### config.mk
export PLATFORM = sky130hd
export DESIGN_NAME = adder_with_flow_control
export DESIGN_NICKNAME = d
export VERILOG_FILES = /design/src/rtl/adder_with_flow_control_pkg.sv /design/src/rtl/flow_control_fifo.sv /design/src/rtl/adder_with_flow_control.sv
export SDC_FILE = /design/constraint.sdc
export NUM_CORES = 1
export LEC_CHECK = 0
export BUFFER_PORTS_ARGS = -buffer_cell sky130_fd_sc_hd__buf_4
export CAP_MARGIN = 20
export CELL_PAD_IN_SITES_DETAIL_PLACEMENT = 0
export CELL_PAD_IN_SITES_GLOBAL_PLACEMENT = 2
export CORE_MARGIN = 2
export CORE_UTILIZATION = 30
export CTS_CLUSTER_DIAMETER = 80
export DETAILED_ROUTE_END_ITERATION = 16
export PLACE_DENSITY_LB_ADDON = 0.1
export RECOVER_POWER = 100
export SYNTH_ARGS = -nofsm -noshare
export SYNTH_HDL_FRONTEND = slang
export SYNTH_SLANG_ARGS = --single-unit
### constraint.sdc
create_clock -name clk -period 2.41 [get_ports clk]
set_input_delay 0.241 -clock clk [delete_from_list [all_inputs] [get_ports clk]]
set_output_delay 0.241 -clock clk [all_outputs]
set_load 0.02 [all_outputs]
### src/rtl/adder_with_flow_control_pkg.sv
// Shared defaults and sizing helpers for the flow-controlled streaming adder.
package adder_with_flow_control_pkg;

    localparam int DEF_WIDTH = 4;
    localparam int DEF_DEPTH = 4;

    // Occupancy counter must represent 0..depth inclusive.
    function automatic int fifo_cnt_w(input int depth);
        return $clog2(depth) + 1;
    endfunction

endpackage

### src/rtl/flow_control_fifo.sv
// Small synchronous FIFO with occupancy counter; no write-to-read bypass.
module flow_control_fifo
    import adder_with_flow_control_pkg::*;
#(
    parameter int width = DEF_WIDTH,
    parameter int depth = DEF_DEPTH
) (
    input  logic             clk,
    input  logic             rst,
    input  logic             push,
    input  logic             pop,
    input  logic [width-1:0] wr_data,
    output logic [width-1:0] rd_data,
    output logic             empty,
    output logic             full
);

    localparam int AW = $clog2(depth);
    localparam int CW = fifo_cnt_w(depth);

    logic [width-1:0] r_mem [depth];
    logic [AW-1:0]    r_wr_ptr;
    logic [AW-1:0]    r_rd_ptr;
    logic [CW-1:0]    r_count;

    // depth is a power of two, so the pointers wrap naturally.
    always_ff @(posedge clk or posedge rst) begin
        if (rst) begin
            r_wr_ptr <= '0;
            r_rd_ptr <= '0;
            r_count  <= '0;
        end else begin
            if (push) r_wr_ptr <= r_wr_ptr + AW'(1);
            if (pop)  r_rd_ptr <= r_rd_ptr + AW'(1);
            case ({push, pop})
                2'b10:   r_count <= r_count + CW'(1);
                2'b01:   r_count <= r_count - CW'(1);
                default: r_count <= r_count;
            endcase
        end
    end

    always_ff @(posedge clk) begin
        if (push) r_mem[r_wr_ptr] <= wr_data;
    end

    assign rd_data = r_mem[r_rd_ptr];
    assign empty   = (r_count == '0);
    assign full    = (r_count == CW'(depth));

endmodule

### src/rtl/adder_with_flow_control.sv
// Joins two valid/ready operand streams through per-side FIFOs into one
// registered valid/ready stream of carry-preserving sums.
module adder_with_flow_control
    import adder_with_flow_control_pkg::*;
#(
    parameter int width = DEF_WIDTH,
    parameter int depth = DEF_DEPTH
) (
    input  logic             clk,
    input  logic             rst,
    input  logic             a_vld,
    output logic             a_rdy,
    input  logic [width-1:0] a_data,
    input  logic             b_vld,
    output logic             b_rdy,
    input  logic [width-1:0] b_data,
    output logic             sum_vld,
    input  logic             sum_rdy,
    output logic [width:0]   sum_data
);

    function automatic logic [width:0] add_ext(input logic [width-1:0] x,
                                               input logic [width-1:0] y);
        return {1'b0, x} + {1'b0, y};
    endfunction

    logic             w_a_push, w_b_push;
    logic             w_a_empty, w_b_empty;
    logic             w_a_full, w_b_full;
    logic [width-1:0] w_a_rd_p0, w_b_rd_p0;
    logic             w_load;
    logic             r_sum_vld_p1;
    logic [width:0]   r_sum_data_p1;

    // Stage p0: operand queues
    assign w_a_push = a_vld & ~w_a_full;
    assign w_b_push = b_vld & ~w_b_full;
    assign w_load   = ~w_a_empty & ~w_b_empty & (~r_sum_vld_p1 | sum_rdy);

    flow_control_fifo #(.width(width), .depth(depth)) u_fifo_a (
        .clk     (clk),
        .rst     (rst),
        .push    (w_a_push),
        .pop     (w_load),
        .wr_data (a_data),
        .rd_data (w_a_rd_p0),
        .empty   (w_a_empty),
        .full    (w_a_full)
    );

    flow_control_fifo #(.width(width), .depth(depth)) u_fifo_b (
        .clk     (clk),
        .rst     (rst),
        .push    (w_b_push),
        .pop     (w_load),
        .wr_data (b_data),
        .rd_data (w_b_rd_p0),
        .empty   (w_b_empty),
        .full    (w_b_full)
    );

    // Stage p1: output register
    always_ff @(posedge clk or posedge rst) begin
        if (rst) begin
            r_sum_vld_p1  <= 1'b0;
            r_sum_data_p1 <= '0;
        end else if (w_load) begin
            r_sum_vld_p1  <= 1'b1;
            r_sum_data_p1 <= add_ext(w_a_rd_p0, w_b_rd_p0);
        end else if (sum_rdy) begin
            r_sum_vld_p1  <= 1'b0;
        end
    end

    assign a_rdy    = ~w_a_full;
    assign b_rdy    = ~w_b_full;
    assign sum_vld  = r_sum_vld_p1;
    assign sum_data = r_sum_data_p1;

endmodule

==> flow_results.xml <==
<?xml version="1.0" encoding="UTF-8"?>
<metrics>
  <group name="run_status">
    <metric name="run_status" unit="">completed</metric>
  </group>
  <group name="worst_hold_path">
    <metric name="hold_path_class" unit="">input pin to async pin</metric>
  </group>
  <group name="clocking">
    <metric name="cts.htree.levels" unit="">2</metric>
    <metric name="number_of_sinks_driven_by_the_clock_tree" unit="">52</metric>
    <metric name="clk_root_buffer_cell" unit="">clkbuf_8</metric>
    <metric name="cts-hold-fix-buffers" unit="">0</metric>
    <metric name="number_of_buffers_inserted_to_repair_setup_after_cts" unit="">0</metric>
    <metric name="clock_insertion_delay_worst_skew" unit="ps">310</metric>
    <metric name="clk_transition_reported_paths" unit="ps">100</metric>
    <metric name="cts_tree" unit="">done</metric>
    <metric name="cts.path.max_buffers" unit="">2</metric>
    <metric name="ctsResizeCount" unit="">0</metric>
    <metric name="tritoncts.num_buffers" unit="">5</metric>
  </group>
  <group name="global_route">
    <metric name="globalRouteOverflowTotal" unit="">0</metric>
    <metric name="groute.usage.overall" unit="">0.1057</metric>
    <metric name="grt_antenna_before_repair" unit="">0</metric>
    <metric name="first_global_vias" unit="">1283</metric>
    <metric name="grt_start_max_net_pins" unit="">21</metric>
    <metric name="grt_first_pass_wirelength" unit="um">6686</metric>
  </group>
  <group name="logic_synthesis">
    <metric name="synth.largest_area_cell" unit="">edfxtp_1</metric>
    <metric name="synth_area" unit="um2">2382</metric>
    <metric name="netlist.area_leader.share" unit="">0.4034</metric>
    <metric name="post_synth.cell_area_avg" unit="um2">16.10</metric>
    <metric name="mappedNetlistNets" unit="">178</metric>
    <metric name="synthesis_stage_register_bit_count" unit="">52</metric>
    <metric name="yosys_warnings" unit="">0</metric>
    <metric name="synth.top_cells.by_area" unit="">edfxtp_1 (40%), dfrtp_1 (21%), mux4_2 (7.6%), ha_1 (7.4%), xnor2_1 (2.9%)</metric>
    <metric name="seq_area_frac_synth" unit="">0.6134</metric>
    <metric name="synthesis.instances" unit="">148</metric>
    <metric name="synthDistinctLibCells" unit="">34</metric>
  </group>
  <group name="routing">
    <metric name="drt_pre_antenna_iters" unit="">4</metric>
    <metric name="post-route-drc-count" unit="">0</metric>
    <metric name="wl_per_cell" unit="um">14.95</metric>
    <metric name="drtIter0Drc" unit="">59</metric>
    <metric name="num_vias" unit="">1204</metric>
    <metric name="number_of_nets_still_failing_antenna_checks_after_routing" unit="">0</metric>
    <metric name="totalWireLength" unit="um">4112</metric>
    <metric name="vias_per_cell" unit="">4.378</metric>
  </group>
  <group name="die">
    <metric name="starting_density_of_the_core" unit="">0.3083</metric>
    <metric name="floorplan_core_area" unit="um2">7727</metric>
    <metric name="die_h" unit="um">93.11</metric>
    <metric name="core.rowCount" unit="">32</metric>
    <metric name="count_of_pins_on_the_block_boundary" unit="">21</metric>
    <metric name="die_area" unit="um2">8669</metric>
    <metric name="fp.dieW" unit="um">93.11</metric>
  </group>
  <group name="cells_and_area">
    <metric name="n_fill_cell" unit="">779</metric>
    <metric name="drive_gt1_frac" unit="">0.1618</metric>
    <metric name="layout.nets" unit="">202</metric>
    <metric name="layout-area-overhead-vs-synth" unit="%">11.82</metric>
    <metric name="num_antenna_cells" unit="">0</metric>
    <metric name="post-route-util" unit="">0.3447</metric>
  </group>
  <group name="sta">
    <metric name="timing_hold_violations_final" unit="">0</metric>
    <metric name="min_period_over_period" unit="">0.9236</metric>
    <metric name="worst_slew_pin_slew" unit="ps">810.2</metric>
    <metric name="fin_worst_skew" unit="ps">10.20</metric>
    <metric name="top_achievable_clock_speed" unit="MHz">449.2</metric>
    <metric name="period_minus_slack" unit="ps">2226</metric>
    <metric name="final.setup.tns" unit="ps">0</metric>
    <metric name="finalSetupViolations" unit="">0</metric>
    <metric name="slew-limit-headroom" unit="">0.4593</metric>
    <metric name="report.final.slew_viol_count" unit="">0</metric>
    <metric name="grt_setup_unrepaired" unit="">no</metric>
  </group>
  <group name="job">
    <metric name="drv_cap" unit="">0</metric>
  </group>
  <group name="worst_setup_path">
    <metric name="regToRegStartpoint" unit="">u_fifo_a.r_rd_ptr[0]</metric>
    <metric name="timing.critical_path.required" unit="ps">2610</metric>
    <metric name="timing.critical_path.from" unit="">u_fifo_a.r_rd_ptr[0]</metric>
    <metric name="reg2regPathDepth" unit="">5</metric>
    <metric name="largest_fanout_on_the_critical_path" unit="">4</metric>
    <metric name="crit-reg2reg-capture" unit="">sum_data[2]</metric>
    <metric name="worst-r2r-setup-slack" unit="ps">180</metric>
    <metric name="critical_path_class" unit="">flip-flop to flip-flop</metric>
    <metric name="critPathLaunchType" unit="">flip-flop</metric>
    <metric name="endpoint_type_of_the_worst_setup_path" unit="">flip-flop</metric>
    <metric name="worst-endpoint-arrival" unit="ps">2430</metric>
  </group>
  <group name="place">
    <metric name="gp_congestion" unit="">0.6871</metric>
    <metric name="io_buffers" unit="">20</metric>
    <metric name="dp_hpwl" unit="um">3172</metric>
  </group>
  <group name="power_and_ir_drop">
    <metric name="max-vdd-ir-drop" unit="mV">0.4652</metric>
    <metric name="power.density" unit="nW/um2">1315</metric>
    <metric name="p_leak" unit="nW">1.059</metric>
  </group>
</metrics>
==> per-layer routing <==
layer | vias to the layer above | GRT usage | wire, um | part of all wire
met1 | 594 | 0.1410 | 1920 | 0.47
met4 | 0 | 0.04779 | 86 | 0.021
met3 | 6 | 0.02740 | 143 | 0.035
met5 | - | 0 | 0 | 0
li1 | 583 | - | - | -
met2 | 21 | 0.1624 | 1962 | 0.48
==> cells in the mapped netlist <==
master     n
mux4_2     8
xor2_1     5
a21o_1     1
xnor2_1    8
a21boi_0   1
mux2_1     1
fa_1       3
clkbuf_1   3
ha_1      14
nand3_1    1
nor2_1     2
dfrtp_1   20
inv_1     12
buf_2      1
edfxtp_1  32
buf_6      1
mux2_4     4
inv_4      1
mux2i_1    2
nand2_1    3
a31o_1     1
nand3_4    1
or3b_4     1
and3_1     8
inv_2      1
a21oi_1    3
a31oi_1    1
or3_1      2
or3b_1     1
o31ai_1    1
nand4_1    2
or2b_4     1
and2_4     1
and3b_1    1
==> state kept, by name, indices dropped and copies added (netlist names) <==
name and cells:
u_fifo_b.r_count 3, sum_vld 1, u_fifo_a.r_rd_ptr 2, u_fifo_b.r_rd_ptr 2
u_fifo_b.r_wr_ptr 2, u_fifo_a.r_mem 16, u_fifo_a.r_wr_ptr 2, u_fifo_a.r_count 3
sum_data 5, u_fifo_b.r_mem 16
==> logic make-up after synthesis <==
logic type                 count (synthesis)  synth area share
AOI/OAI and AO/OA                          8           0.02206
xor gates and xnor gates                  13           0.04779
adders and majority gates                 17           0.09874
buffers and inverters                     19           0.03466
DFF                                       52            0.6134
muxes                                     15            0.1140
and+or+nand+nor                           24           0.06933
==> cell usage in the layout (no fill, tap or decap), types with 4 or more instances in the layout <==
cell type and n:
and3_1 8, mux4_2 8, edfxtp_1 32, inv_1 12, xor2_1 5, clkbuf_1 17, xnor2_1 8, ha_1 14
dfrtp_1 20, buf_4 4, clkbuf_8 5
==> metrics by stage <==
stage	power, mW	hold slack (ps)	instance area, um2	setup slack [ps]	cells
detailed placement	3.187	447.6	2648	211.7	267
finish	3.502	86.47	2664	184.0	275
global route	3.815	163.4	2664	61.27	275
CTS	3.700	115.7	2736	204.3	275
floorplan	2.733	204.8	2382	118.0	148
global placement	3.131	440.7	2648	251.8	267
==> critical path: stages (launching register included) <==
cell and delay [ps]:
dfrtp_1 450, clkbuf_2 210, mux4_2 560, fa_1 470, xor2_1 180, mux2_4 260
==> area by class of cell <==
| cell class | instances | area, um2 | share of cell area |
|---|---|---|---|
| Multi-Input combinational cell | 77 | 828.3 | 0.3109 |
| Clock buffer | 6 | 72.57 | 0.02724 |
| Inverter | 14 | 55.05 | 0.02067 |
| Sequential cell | 52 | 1461 | 0.5486 |
| Clock inverter | 2 | 16.27 | 0.006106 |
| Timing Repair Buffer | 22 | 102.6 | 0.03852 |
| Tap cell | 102 | 127.6 | 0.04791 |
==> worst max path at each step <==
stage                                     end  slack (ps)  depth (start not counted)
final                             sum_data[2]         180                          5
after detailed placement          sum_data[2]         210                          5
after CTS                         sum_data[2]         200                          5
after global routing      u_fifo_b.r_count[2]          60                          9
after floorplan                   sum_data[2]         120                          6
after global placement            sum_data[2]         250                          5
==> power breakdown <==
part,total [mW],switching (mW),internal [mW]
sequential,1.46,0.200,1.26
combinational,1.54,0.790,0.751
clock,0.498,0.291,0.207
total,3.50,1.28,2.22
Power figures use the tool's default switching activity.
